**src/rtl/udp_tx_arbiter_pkg.sv**
```systemverilog
// Shared types and defaults for the two-client UDP TX arbiter.
package udp_tx_arb_pkg;

    typedef enum logic [1:0] {
        StIdle,
        StReq,
        StData,
        StGap
    } state_e;

    localparam int unsigned CH_VIDEO = 0;
    localparam int unsigned CH_CTRL  = 1;

    localparam int unsigned MAX_LEN_DEF     = 1472;
    localparam int unsigned ACK_TIMEOUT_DEF = 4096;
    localparam int unsigned GAP_CYCLES_DEF  = 16;

    function automatic logic [1:0] ch_onehot(input logic ch);
        return ch ? 2'b10 : 2'b01;
    endfunction

endpackage

```
**src/rtl/udp_tx_arbiter_if.sv**
```systemverilog
// Client-side and stack-side signals of the UDP TX arbiter.
// The master modport drives clients and the stack; the slave modport is the arbiter.
interface udp_tx_arbiter_if;

    logic [1:0]  cl_req;
    logic [15:0] cl_len0;
    logic [15:0] cl_len1;
    logic [15:0] cl_port0;
    logic [15:0] cl_port1;
    logic [7:0]  cl_data0;
    logic [7:0]  cl_data1;
    logic [1:0]  cl_valid;
    logic [1:0]  cl_gnt;
    logic [1:0]  cl_done;
    logic [1:0]  cl_err;
    logic        udp2app_tx_ready;
    logic        udp2app_tx_ack;
    logic        app_tx_request;
    logic        app_tx_data_valid;
    logic [7:0]  app_tx_data;
    logic [15:0] app_tx_data_length;
    logic [15:0] app_tx_dst_port;

    modport master (
        output cl_req, cl_len0, cl_len1, cl_port0, cl_port1, cl_data0, cl_data1, cl_valid,
        output udp2app_tx_ready, udp2app_tx_ack,
        input  cl_gnt, cl_done, cl_err,
        input  app_tx_request, app_tx_data_valid, app_tx_data, app_tx_data_length,
        input  app_tx_dst_port
    );

    modport slave (
        input  cl_req, cl_len0, cl_len1, cl_port0, cl_port1, cl_data0, cl_data1, cl_valid,
        input  udp2app_tx_ready, udp2app_tx_ack,
        output cl_gnt, cl_done, cl_err,
        output app_tx_request, app_tx_data_valid, app_tx_data, app_tx_data_length,
        output app_tx_dst_port
    );

endinterface

```
**src/rtl/udp_tx_arb_pick.sv**
```systemverilog
// Combinational winner select. Define UDP_TX_ARB_RR_EN for round-robin;
// otherwise channel 0 (video) has fixed priority.
module udp_tx_arb_pick
    import udp_tx_arb_pkg::*;
(
    input  logic [1:0] i_req,
    input  logic       i_last,
    output logic       o_win
);

`ifdef UDP_TX_ARB_RR_EN
    always_comb begin
        o_win = 1'(CH_VIDEO);
        if (i_req == 2'b11) begin
            o_win = ~i_last;
        end else if (i_req[CH_CTRL]) begin
            o_win = 1'(CH_CTRL);
        end
    end
`else
    // Fixed priority ignores the grant history.
    logic w_unused_last;
    assign w_unused_last = i_last;

    always_comb begin
        o_win = 1'(CH_VIDEO);
        if (!i_req[CH_VIDEO] && i_req[CH_CTRL]) begin
            o_win = 1'(CH_CTRL);
        end
    end
`endif

endmodule

```
**src/rtl/udp_tx_arbiter.sv**
```systemverilog
// Two-client UDP TX arbiter: grant, stack request/ack, byte mux and inter-packet gap.
// Selection policy is set by UDP_TX_ARB_RR_EN inside udp_tx_arb_pick.
module udp_tx_arbiter
    import udp_tx_arb_pkg::*;
#(
    parameter int unsigned ACK_TIMEOUT = ACK_TIMEOUT_DEF,
    parameter int unsigned GAP_CYCLES  = GAP_CYCLES_DEF,
    parameter int unsigned MAX_LEN     = MAX_LEN_DEF
) (
    input  logic             udp_clk,
    input  logic             rst_n,
    udp_tx_arbiter_if.slave  bus
);

    localparam int unsigned TO_W  = $clog2(ACK_TIMEOUT) + 1;
    localparam int unsigned GAP_W = $clog2(GAP_CYCLES) + 1;

    state_e            r_state;
    state_e            w_state_next;
    logic              r_last;
    logic              r_win;
    logic [15:0]       r_len;
    logic [15:0]       r_port;
    logic [15:0]       r_byte_cnt;
    logic [TO_W-1:0]   r_to_cnt;
    logic [GAP_W-1:0]  r_gap_cnt;
    logic [1:0]        r_done;
    logic [1:0]        r_err;

    logic              w_pick;
    logic [15:0]       w_sel_len;
    logic [15:0]       w_sel_port;
    logic              w_start;
    logic              w_bad_len;
    logic              w_ack;
    logic              w_ack_timeout;
    logic              w_gap_end;
    logic              w_byte_valid;
    logic [7:0]        w_byte;
    logic              w_last_byte;

    udp_tx_arb_pick u_pick (
        .i_req  (bus.cl_req),
        .i_last (r_last),
        .o_win  (w_pick)
    );

    assign w_sel_len     = w_pick ? bus.cl_len1 : bus.cl_len0;
    assign w_sel_port    = w_pick ? bus.cl_port1 : bus.cl_port0;
    assign w_start       = (r_state == StIdle) && bus.udp2app_tx_ready && (bus.cl_req != 2'b00);
    assign w_bad_len     = (w_sel_len == 16'd0) || (w_sel_len > 16'(MAX_LEN));
    assign w_ack         = (r_state == StReq) && bus.udp2app_tx_ack;
    assign w_ack_timeout = (r_state == StReq) && !bus.udp2app_tx_ack &&
                           (r_to_cnt == TO_W'(ACK_TIMEOUT - 1));
    assign w_gap_end     = (r_gap_cnt == GAP_W'(GAP_CYCLES - 1));
    assign w_byte_valid  = r_win ? bus.cl_valid[1] : bus.cl_valid[0];
    assign w_byte        = r_win ? bus.cl_data1 : bus.cl_data0;
    assign w_last_byte   = (r_state == StData) && w_byte_valid &&
                           (r_byte_cnt == r_len - 16'd1);

    always_ff @(posedge udp_clk or negedge rst_n) begin
        if (!rst_n) begin
            r_state <= StIdle;
        end else begin
            r_state <= w_state_next;
        end
    end

    always_comb begin
        w_state_next = r_state;
        unique case (r_state)
            StIdle: begin
                if (w_start) begin
                    w_state_next = w_bad_len ? StGap : StReq;
                end
            end
            StReq: begin
                if (w_ack) begin
                    w_state_next = StData;
                end else if (w_ack_timeout) begin
                    w_state_next = StGap;
                end
            end
            StData: begin
                if (w_last_byte) begin
                    w_state_next = StGap;
                end
            end
            StGap: begin
                if (w_gap_end) begin
                    w_state_next = StIdle;
                end
            end
            default: w_state_next = StIdle;
        endcase
    end

    always_ff @(posedge udp_clk or negedge rst_n) begin
        if (!rst_n) begin
            r_last     <= 1'b1;
            r_win      <= 1'b0;
            r_len      <= '0;
            r_port     <= '0;
            r_byte_cnt <= '0;
            r_to_cnt   <= '0;
            r_gap_cnt  <= '0;
            r_done     <= '0;
            r_err      <= '0;
        end else begin
            // Grants that end in a length error still update the history.
            if (w_start) begin
                r_win  <= w_pick;
                r_last <= w_pick;
                r_len  <= w_sel_len;
                r_port <= w_sel_port;
            end
            r_to_cnt  <= (r_state == StReq) ? r_to_cnt + TO_W'(1) : '0;
            r_gap_cnt <= (r_state == StGap) ? r_gap_cnt + GAP_W'(1) : '0;
            if (w_ack) begin
                r_byte_cnt <= '0;
            end else if ((r_state == StData) && w_byte_valid) begin
                r_byte_cnt <= r_byte_cnt + 16'd1;
            end
            r_done <= w_last_byte ? ch_onehot(r_win) : 2'b00;
            r_err  <= ((w_start && w_bad_len) ? ch_onehot(w_pick) : 2'b00) |
                      (w_ack_timeout ? ch_onehot(r_win) : 2'b00);
        end
    end

    always_comb begin
        bus.app_tx_request     = (r_state == StReq);
        bus.cl_gnt             = (r_state == StData) ? ch_onehot(r_win) : 2'b00;
        bus.app_tx_data_valid  = (r_state == StData) && w_byte_valid;
        bus.app_tx_data        = (r_state == StData) ? w_byte : 8'd0;
        bus.cl_done            = r_done;
        bus.cl_err             = r_err;
        bus.app_tx_data_length = r_len;
        bus.app_tx_dst_port    = r_port;
    end

endmodule

```
**src/flat_wrapper.sv**
```systemverilog
// flat-port wrapper written by rule: the top's interface ports become plain ports
module udp_tx_arbiter_flat import udp_tx_arb_pkg::*;
#(
    parameter int unsigned ACK_TIMEOUT = ACK_TIMEOUT_DEF,
    parameter int unsigned GAP_CYCLES  = GAP_CYCLES_DEF,
    parameter int unsigned MAX_LEN     = MAX_LEN_DEF
)
  (udp_clk, rst_n, bus_cl_req, bus_cl_len0, bus_cl_len1, bus_cl_port0, bus_cl_port1, bus_cl_data0, bus_cl_data1, bus_cl_valid, bus_udp2app_tx_ready, bus_udp2app_tx_ack, bus_cl_gnt, bus_cl_done, bus_cl_err, bus_app_tx_request, bus_app_tx_data_valid, bus_app_tx_data, bus_app_tx_data_length, bus_app_tx_dst_port);
  udp_tx_arbiter_if bus_i ();
  input  logic udp_clk;
  input  logic rst_n;
  input wire logic [$bits(bus_i.cl_req)-1:0] bus_cl_req;
  input wire logic [$bits(bus_i.cl_len0)-1:0] bus_cl_len0;
  input wire logic [$bits(bus_i.cl_len1)-1:0] bus_cl_len1;
  input wire logic [$bits(bus_i.cl_port0)-1:0] bus_cl_port0;
  input wire logic [$bits(bus_i.cl_port1)-1:0] bus_cl_port1;
  input wire logic [$bits(bus_i.cl_data0)-1:0] bus_cl_data0;
  input wire logic [$bits(bus_i.cl_data1)-1:0] bus_cl_data1;
  input wire logic [$bits(bus_i.cl_valid)-1:0] bus_cl_valid;
  input wire logic [$bits(bus_i.udp2app_tx_ready)-1:0] bus_udp2app_tx_ready;
  input wire logic [$bits(bus_i.udp2app_tx_ack)-1:0] bus_udp2app_tx_ack;
  output wire logic [$bits(bus_i.cl_gnt)-1:0] bus_cl_gnt;
  output wire logic [$bits(bus_i.cl_done)-1:0] bus_cl_done;
  output wire logic [$bits(bus_i.cl_err)-1:0] bus_cl_err;
  output wire logic [$bits(bus_i.app_tx_request)-1:0] bus_app_tx_request;
  output wire logic [$bits(bus_i.app_tx_data_valid)-1:0] bus_app_tx_data_valid;
  output wire logic [$bits(bus_i.app_tx_data)-1:0] bus_app_tx_data;
  output wire logic [$bits(bus_i.app_tx_data_length)-1:0] bus_app_tx_data_length;
  output wire logic [$bits(bus_i.app_tx_dst_port)-1:0] bus_app_tx_dst_port;
  assign bus_i.cl_req = bus_cl_req;
  assign bus_i.cl_len0 = bus_cl_len0;
  assign bus_i.cl_len1 = bus_cl_len1;
  assign bus_i.cl_port0 = bus_cl_port0;
  assign bus_i.cl_port1 = bus_cl_port1;
  assign bus_i.cl_data0 = bus_cl_data0;
  assign bus_i.cl_data1 = bus_cl_data1;
  assign bus_i.cl_valid = bus_cl_valid;
  assign bus_i.udp2app_tx_ready = bus_udp2app_tx_ready;
  assign bus_i.udp2app_tx_ack = bus_udp2app_tx_ack;
  assign bus_cl_gnt = bus_i.cl_gnt;
  assign bus_cl_done = bus_i.cl_done;
  assign bus_cl_err = bus_i.cl_err;
  assign bus_app_tx_request = bus_i.app_tx_request;
  assign bus_app_tx_data_valid = bus_i.app_tx_data_valid;
  assign bus_app_tx_data = bus_i.app_tx_data;
  assign bus_app_tx_data_length = bus_i.app_tx_data_length;
  assign bus_app_tx_dst_port = bus_i.app_tx_dst_port;
  udp_tx_arbiter #(.ACK_TIMEOUT(ACK_TIMEOUT), .GAP_CYCLES(GAP_CYCLES), .MAX_LEN(MAX_LEN)) u_core (.udp_clk(udp_clk), .rst_n(rst_n), .bus(bus_i));
endmodule
```
**config.mk**
```make
export PLATFORM = sky130hd
export DESIGN_NAME = udp_tx_arbiter_flat
export DESIGN_NICKNAME = d
export VERILOG_FILES = /design/src/rtl/udp_tx_arbiter_pkg.sv /design/src/rtl/udp_tx_arbiter_if.sv /design/src/rtl/udp_tx_arb_pick.sv /design/src/rtl/udp_tx_arbiter.sv /design/src/flat_wrapper.sv
export SDC_FILE = /design/constraint.sdc
export NUM_CORES = 1
export LEC_CHECK = 0
export ABC_AREA = 1
export CAP_MARGIN = 20
export CORE_MARGIN = 5
export CORE_UTILIZATION = 47
export DETAILED_ROUTE_END_ITERATION = 10
export PLACE_DENSITY = 0.81
export SLEW_MARGIN = 20
export SYNTH_ARGS = -nofsm -noshare
export SYNTH_HDL_FRONTEND = slang
export SYNTH_SLANG_ARGS = --single-unit
export TNS_END_PERCENT = 100
```
**constraint.sdc**
```tcl
create_clock -name udp_clk -period 1.9 [get_ports udp_clk]
set_input_delay 0.38 -clock udp_clk [delete_from_list [all_inputs] [get_ports udp_clk]]
set_output_delay 0.38 -clock udp_clk [all_outputs]
set_load 0.005 [all_outputs]
```
Yosys cells after proc, flatten, opt, wreduce, memory -nomap -nowiden. Index checks and enable logic that the tools add are counted. Widths: inputs -> output; s select.

Add/subtract/negate cells: 4. Order comparisons: 1. Eq/ne operators: 10. Mux-type cells: 23. Bitwise gates (word level): 1. Reductions and logical operators: 17.

Operators by type and width (number): $mux 16 (4); $mux 2 (12); $add 16x1->16 const B (1); $eq 16x16->1 (1); $gt 16x11->1 const B (1); $logic_not 16->1 (1); $mux 8 (2); $sub 16x1->16 const B (1); $add 13x1->13 const B (1); $eq 13x12->1 const B (1); $mux 13 (1); $logic_and 1x1->1 (9); $pmux 2 s4 (1); $ne 2x1->1 const B (3); $add 5x1->5 const B (1); $eq 5x4->1 const B (1); $mux 5 (1); $eq 2x2->1 const B (2); $reduce_and 4->1 (1); $reduce_bool 2->1 (2); $ne 3x1->1 const B (1); $eq 2x1->1 const B (1); $logic_not 1->1 (2); $logic_not 2->1 (1); other kinds (3) (4).

Flip-flop bits (word level): 73. Input bits: 88. Output and inout port bits: 48. Word-level logic and storage cells: 65.

Logic depth before layout (Yosys ltp). Gate-level depths: netlist of run 1.

Depth after elaboration: 9. Depth in mapped cells: 16. Depth with buffers taken out: 16.

Cells and area by module. From an unflattened synthesis of run 1, not the netlist that was laid out.

Cell total of the unflattened synthesis: 597. Area total of the unflattened synthesis: 4385.5 um2.

Modules (own cells, without submodules): udp_tx_arbiter (instances 1, cells each 595, area each 4375.4 um2, sequential area each 1853.0 um2); udp_tx_arb_pick (instances 1, cells each 2, area each 10.0 um2, sequential area each 0.0 um2).

Least setup slack after synthesis of run 1. Ideal clock, no wire load.

Path type: register -> register. Start: register u_core.r_state[1]. End: register u_core.r_byte_cnt[14]. Library setup time: 94 ps. Arrival: 1675 ps. Required time: 1806 ps. Setup slack: 131 ps. Cell stages (with the launch flop): 11. Path buffers: 0. Period minus slack after synthesis: 1769 ps. Cell sequence: dfrtp_1 inv_1 ha_1 nand2_1 nand2_2 nand3_1 nor2_2 nand2_1 nor2_2 a21oi_1 a211oi_1.

Word-level cells in the longest chain between the ends: 3. Elaborated cells between the ends (all ways): 6. Those cells by class: eq/ne (2); mux (1); reduce/logical (3).

Ends and longest elaborated chain: from (decl) (RTL line udp_tx_arbiter.sv:18) `state_e r_state;`; from (signal assigned) (RTL line udp_tx_arbiter.sv:63) `r_state <= StIdle;`; from (signal assigned) (RTL line udp_tx_arbiter.sv:65) `r_state <= w_state_next;`; $eq 2x1->1 (*); via bus_app_tx_request (RTL line flat_wrapper.sv:25) `output wire logic [$bits(bus_i.app_tx_request)-1:0] bus_app_tx_request;`; $logic_and 1x1->1 (*) (RTL line udp_tx_arbiter.sv:52) `assign w_ack = (r_state == StReq) && bus.udp2app_tx_ack;`; $mux 16 / $reduce_bool 2->1 (equally long branches); to (signal assigned) (RTL line udp_tx_arbiter.sv:122) `r_byte_cnt <= r_byte_cnt + 16'd1;`; to (decl) (RTL line udp_tx_arbiter.sv:24) `logic [15:0] r_byte_cnt;`.

Mark *: on every way through the listed nets, which the timed path passes. The rest lies on a longest branch. A chain may end at the register's enable or synchronous reset.

Final worst setup path of run 1.
Start: register u_core.r_state[1]. End: output bus_app_tx_data[5].

Word-level cells in the longest chain between the ends: 2.

Ends and longest elaborated chain: $eq 2x2->1 (RTL line udp_tx_arbiter.sv:134) `bus.app_tx_data = (r_state == StData) ? w_byte : 8'd0;`; $mux 8 (RTL line udp_tx_arbiter.sv:134); to (decl) (RTL line flat_wrapper.sv:27) `output wire logic [$bits(bus_i.app_tx_data)-1:0] bus_app_tx_data;`.

No other way between the ends.

==> results.ini, run 1 <==
[route]
wl_met1_um = 5366
drc_errors = 0
highest-signal-layer = met4
vias = 4914
wirelength_um = 14470
dr.first_iter.drc_count = 192
met2_wirelength_um = 7676
wl_met3_um = 854
ant_nets = 0
first_pass_iters = 5
via_per_inst = 5.347
avgRoutedWirePerCell_um = 15.74

[sta]
slew_headroom_pct = 64.39
layout_setup_ws_ps = -46.54
fin_crit_sh_pct = 102.4
fin_crit_ps = 1947
hold_viol = 0
setup_tns_ps = -197.2
finalSetupViolCount = 10
timing.fmax_mhz = 513.7
slew_viol_final = 0
worst_slew_pin_slew_ps = 534.1
rsz0062_at_grt = yes
finClkSkew_ps = 10.89

[critical_path]
max_stage_delay_ps = 420
cpMaxStageDelayCell = dfrtp_1
crit_type = reg -> out
worstPathCellList = ha_4 > nand2_4 > clkinv_4 > buf_6 > a22o_1 > buf_2
arrival_ps = 1570
critPathLaunchType = register
cp_max_fo = 5
required_ps = 1520
end_kind = primary output

[hold_path]
hp-class = in -> async

[synth]
yosys-top-cells-area = dfrtp_1 (43%), nand2_1 (15%), a21oi_1 (6.3%)
syn-cell-area_um2 = 4292
yosysSeqAreaShare_pct = 42.57
synth_area_per_cell_um2 = 7.213
ys_warn_count = 0
synth_flop_cell = dfrtp_1
synth_top_area_share_pct = 42.57
yosysUniqueCellTypes = 36
synth_nets = 693
async_reset_ff_share_pct = 100.0
syn_inst = 595
yosysMostFrequentCell = nand2_1
yosys.area.top_type = dfrtp_1
synth.ff_latch_count = 73
synthTopCellsByCount = nand2_1 (170), dfrtp_1 (73), nor2_1 (70)
synth_edf_count = 0

[clock_tree]
clkSlewWorstSetupHoldPaths_ps = 80
numCtsBuffers = 9
cts_tree = yes
clock-root-buffer = clkbuf_8
htree_num_levels = 3
clock_path_buffers = 2
cts_hold_buf = 0
clock_sink_count = 73
clk_latency_ps = 350

[floorplanning]
die-area_um2 = 11140
dieHeight_um = 105.6
io_pins = 136
rows = 34
start_util_pct = 48.74
coreArea_um2 = 8806
die_w_um = 105.6

[final_layout]
layout-drive-gt1-share_pct = 20.47
final_util_pct = 76.31
final_cell_count_no_fill = 919
final_area_um2 = 6720
antennaDiodeCount = 0
multi_input_area_um2 = 2327
syn2layout_area_growth_pct = 56.59
seq_area_um2 = 1833
nFillCells = 609
fin_nets = 904

[power]
ir_drop_v = 0.0006591
power_density_nw_per_um2 = 1243
cellLeakagePower_uw = 0.003253

[status]
status = finished, violations left
violations = negative setup slack

[global_routing]
grt_max_degree = 40
grt-ovfl-total = 0
grtUsageTotal_pct = 24.95
grt_pass1_vias = 4993
antenna_found_initial = 0
grt_pass1_wl_um = 22850

[run]
max-cap-violations = 0

[place]
place_congestion = 0.9315
hpwlAfterDp_um = 10840
place_area_um2 = 6201
portBuffers = 135
dp_slack_ps = -421.9
dp_cells = 884

## what timing repair did
action,CTS,global route
setup buffers,11,8
gates resized for setup,63,48
pin swaps,8,22
gates cloned,1,0
setup endpoints to repair,17,36
## cell families (layout without fill, tap and decap cells)
logic type	Yosys count	after routing	synth area share (%)
compound gates	114	114	14.84
xor+xnor	11	11	2.245
fa+ha+maj	10	10	2.915
buf+inv	80	296	7.405
flops	73	73	42.57
simple gates	307	307	30.03
## final cells by class
type | instances | share of cell area [%]
multi-input combinational | 442 | 34.63
timing repair buffer | 212 | 29.06
sequential | 73 | 27.28
inverter | 67 | 3.891
clock buffer | 10 | 2.048
tap | 108 | 2.011
clock inverter | 6 | 0.9868
timing repair inverter | 1 | 0.09309
## metal layers
layer / vias to the layer above / global-route usage [%]
met5: - / 0
met4: 0 / 8.603
met3: 55 / 6.235
met2: 172 / 46.04
met1: 2341 / 27.89
li1: 2346 / -
## flip-flops by register name, indices dropped and copies added, names as in the netlist
name                           flops
u_core.bus.cl_err                  2
u_core.bus.cl_done                 2
u_core.r_byte_cnt                 16
u_core.bus.app_tx_data_length     16
u_core.r_to_cnt                   13
u_core.bus.app_tx_dst_port        16
u_core.r_win                       1
u_core.r_gap_cnt                   5
u_core.r_state                     2
## final timing paths
path	startpoint	end	slack, ps	cells after the start
min in group udp_clk	u_core.r_to_cnt[0]	u_core.r_to_cnt[0]	470	1
min reg2reg	u_core.r_to_cnt[0]	u_core.r_to_cnt[0]	470	1
max in group asynchronous	rst_n	u_core.bus.app_tx_data_length[4]	1380	2
max	u_core.r_state[1]	bus_app_tx_data[5]	-50	6
max reg2reg	u_core.r_state[1]	u_core.r_state[1]	-10	13
min	rst_n	u_core.r_byte_cnt[11]	3	1
## critical path, delay by kind of cell, from the launching register on
family / cells / cell delay, ps
simple gates: 1 / 90
flops: 1 / 420
fa+ha+maj: 1 / 210
buf+inv: 3 / 320
compound gates: 1 / 190
## where the power goes
| group | internal [µW] | total, µW | switching (µW) | leakage (µW) |
|---|---|---|---|---|
| combinational | 2330 | 4580 | 2250 | 0.00222 |
| clock | 647 | 1260 | 608 | 0.000107 |
| sequential | 2020 | 2520 | 494 | 0.000928 |
| total | 5000 | 8360 | 3350 | 0.00325 |
## placed cells by master (no fill, tap or decap), types with 6 or more instances in the layout
master	synthesis	layout
nand2_1	170	163
clkdlybuf4s50_1	0	120
buf_4	2	68
dfrtp_1	73	68
nor2_1	70	58
inv_1	60	54
a21oi_1	54	52
o21ai_0	35	33
nand3_1	32	29
nor2_2	8	15
inv_2	5	10
clkbuf_8	0	10
a22o_1	8	8
buf_6	1	8
nor2_4	2	7
nand2_4	0	7
ha_1	10	7
xor2_1	6	6
buf_2	2	6
## through the flow
stage          total power, µW  hold WS, ps
4_1_cts                   7969        21.24
2_1_floorplan             4346        84.41
5_1_grt                   8913        46.67
3_3_place_gp              6299        389.6
6_report                  8356        2.766
3_5_place_dp              6447        395.1
Note: power is estimated with default switching activity, not from simulation.
==> run 2, diff against run 1 <==
--- a/config.mk
+++ b/config.mk
@@ -8,9 +8,9 @@
 export ABC_AREA = 1
 export CAP_MARGIN = 20
 export CORE_MARGIN = 5
-export CORE_UTILIZATION = 47
+export CORE_UTILIZATION = 51
 export DETAILED_ROUTE_END_ITERATION = 10
-export PLACE_DENSITY = 0.81
+export PLACE_DENSITY = 0.87
 export SLEW_MARGIN = 20
 export SYNTH_ARGS = -nofsm -noshare
 export SYNTH_HDL_FRONTEND = slang
==> constraint.sdc (replaced) <==
create_clock -name udp_clk -period 2.3 [get_ports udp_clk]
set_input_delay 0.46 -clock udp_clk [delete_from_list [all_inputs] [get_ports udp_clk]]
set_output_delay 0.46 -clock udp_clk [all_outputs]
set_load 0.005 [all_outputs]
==> run 2 against run 1 <==
  * The run now ends clean
  * Cell count down 6.1%
  * Sequential power down 17%
  * Global-route usage up 2.0 points
  * Routed wire length down 7.2%
  * First-iteration DRC count up 0.52%
  * Non-clock buffer count down 54
  * Final area down 8.5%
  * Critical path depth unchanged
  * Die area down 7.1%
  * Flip-flop and latch count unchanged
  * Worst hold slack better by 460 ps
  * Clock-buffer cell count down 1
  * Critical endpoint is now bus_app_tx_data_valid
  * Highest routed layer unchanged
==> results.ini, run 2 (synthesis gave the netlist of run 1 again) <==
[status]
status = finished, final reports clean  ; was finished, violations left

[floorplanning]
die_w_um = 101.7  ; was 105.6 µm
die-area_um2 = 10350  ; was 11140 µm²
start_util_pct = 52.23  ; was 48.74%
rows = 33  ; was 34
io_pins = 136  ; unchanged
coreArea_um2 = 8217  ; was 8806 µm²
dieHeight_um = 101.7  ; was 105.6 µm

[clock_tree]
clkSlewWorstSetupHoldPaths_ps = 80  ; about the same
numCtsBuffers = 9  ; unchanged
htree_num_levels = 3  ; unchanged
clk_latency_ps = 350  ; about the same
clock_path_buffers = 2  ; unchanged
cts_tree = yes  ; unchanged
clock-root-buffer = clkbuf_8  ; unchanged
clock_sink_count = 73  ; unchanged

[place]
hpwlAfterDp_um = 10240  ; was 10840 µm
dp_slack_ps = -17.85  ; was -421.9 ps
place_congestion = 0.8679  ; was 0.9315
portBuffers = 135  ; unchanged
place_area_um2 = 5864  ; was 6201 µm²

[global_routing]
grt_pass1_vias = 4694  ; was 4993
grt-ovfl-total = 0  ; unchanged
grt_pass1_wl_um = 21960  ; was 22850 µm
grtUsageTotal_pct = 26.96  ; was 24.95%
grt_max_degree = 60  ; was 40
antenna_found_initial = 0  ; unchanged

[sta]
slew_headroom_pct = 77.13  ; was 64.39%
layout_setup_ws_ps = 62.01  ; was -46.54 ps
worst_slew_pin_slew_ps = 341.8  ; was 534.1 ps
timing.fmax_mhz = 446.8
fin_crit_sh_pct = 97.30
hold_viol = 0  ; unchanged
fin_crit_ps = 2238
finClkSkew_ps = 12.81  ; was 10.89 ps
hold_ws_ps = 464.8  ; was 2.766 ps
slew_viol_final = 0  ; unchanged
finalSetupViolCount = 0  ; was 10

[final_layout]
final_common_cell = nand2_1  ; unchanged
final_cell_mix = nand2_1 (167), clkdlybuf4s50_1 (126), dfrtp_1 (71)  ; was nand2_1 (163), clkdlybuf4s50_1 (120), buf_4 (68), dfrtp_1 (68), nor2_1 (58)
final_util_pct = 74.81  ; was 76.31%
layout-drive-gt1-share_pct = 9.894  ; was 20.47%
final_area_um2 = 6147  ; was 6720 µm²
antennaDiodeCount = 0  ; unchanged
syn2layout_area_growth_pct = 43.24  ; was 56.59%
fin_nets = 851  ; was 904
nFillCells = 597  ; was 609

[route]
drc_errors = 0  ; unchanged
wirelength_um = 13430  ; was 14470 µm
first_pass_iters = 5  ; unchanged
vias = 4617  ; was 4914
dr.first_iter.drc_count = 193  ; was 192
ant_nets = 0  ; unchanged
avgRoutedWirePerCell_um = 15.56  ; was 15.74 µm
via_per_inst = 5.350  ; was 5.347

[run]
max-cap-violations = 0  ; unchanged

[critical_path]
required_ps = 1840  ; was 1520 ps
cp_max_fo = 5  ; unchanged
end_kind = primary output  ; unchanged
cpMaxStageDelayCell = clkdlybuf4s50_1  ; was dfrtp_1
crit_type = reg -> out  ; unchanged
arrival_ps = 1780  ; was 1570 ps
worstPathCellList = inv_2 > nand2_1 > nand2_1 > nand2_2 > inv_2 > clkdlybuf4s50_1  ; was ha_4 > nand2_4 > clkinv_4 > buf_6 > a22o_1 > buf_2
max_stage_delay_ps = 490  ; was 420 ps
critPathLaunchType = register  ; unchanged

[power]
ir_drop_v = 0.0006381  ; was 0.0006591 V
p_total_uw = 6199  ; was 8356 µW
cellLeakagePower_uw = 0.002963  ; was 0.003253 µW
power_density_nw_per_um2 = 1008  ; was 1243 nW/µm²

[hold_path]
hp-class = reg -> reg  ; was in -> async

-- run 2: cell types whose count changed in the layout (fill, tap and decap cells not counted), moves of 4 or more --
cell             delta
clkdlybuf4s50_1     +6
nand2_1             +4
buf_2               -6
nand2_4             -7
nor2_1             +11
nor2_2              -6
clkinvlp_4          +4
nor2_4              -5
buf_6               -8
buf_4              -46
-- run 2: repair_timing --
action	in CTS	in global routing
endpoints found under the setup margin	11	8
pin swaps	0	1
gates resized for setup	16	8
cloned	2	0
buffers inserted	3	1
hold buffers	1	0
endpoints found under the hold margin	14	0
-- run 2: per-layer routing --
metal | wire (µm) | GRT usage [%] | up-vias
li1 | - | - | 2236
met4 | 393 | 10.12 | 0
met3 | 749 | 7.231 | 38
met1 | 5144 | 31.44 | 2184
met5 | 0 | 0 | -
met2 | 7140 | 47.33 | 159
-- run 2: final cells by class --
class,count,area (µm²),area share [%]
clock buffer,9,123.9,2.015
clock inverter,7,77.57,1.262
inverter,67,254.0,4.132
multi-input combinational,442,2183,35.52
sequential,73,1829,29.76
tap,105,131.4,2.137
timing repair buffer,158,1538,25.02
timing repair inverter,2,10.01,0.1628
-- run 2: final timing paths --
kind | startpoint | end | slack, ps | depth (start not counted)
worst max-delay path | u_core.r_win | bus_app_tx_data_valid | 60 | 6
worst min-delay path | u_core.r_gap_cnt[0] | u_core.r_gap_cnt[0] | 460 | 1
worst max register to register | u_core.bus.app_tx_data_length[0] | u_core.r_state[0] | 180 | 13
worst min register to register | u_core.r_gap_cnt[0] | u_core.r_gap_cnt[0] | 460 | 1
max in group asynchronous | rst_n | u_core.r_win | 1180 | 3
min in group asynchronous | rst_n | u_core.r_byte_cnt[11] | 510 | 2
-- run 2: power by group --
group / switching [µW] / internal (µW)
Combinational: 1580 / 1490
Clock: 534 / 508
Sequential: 413 / 1670
Total: 2530 / 3670
-- run 2: metrics by stage --
step,std cells,TNS (ps)
2_1_floorplan,595,0
3_3_place_gp,840,0
3_5_place_dp,840,-17.85
4_1_cts,862,0
5_1_grt,863,-32.22
6_report,863,0
-- run 2: critical path, delay by kind of cell, from the launching register on --
family                 cells  cell delay, ps
buffers and inverters      3             690
flip-flops                 1             460
AND/OR/NAND/NOR            3             270
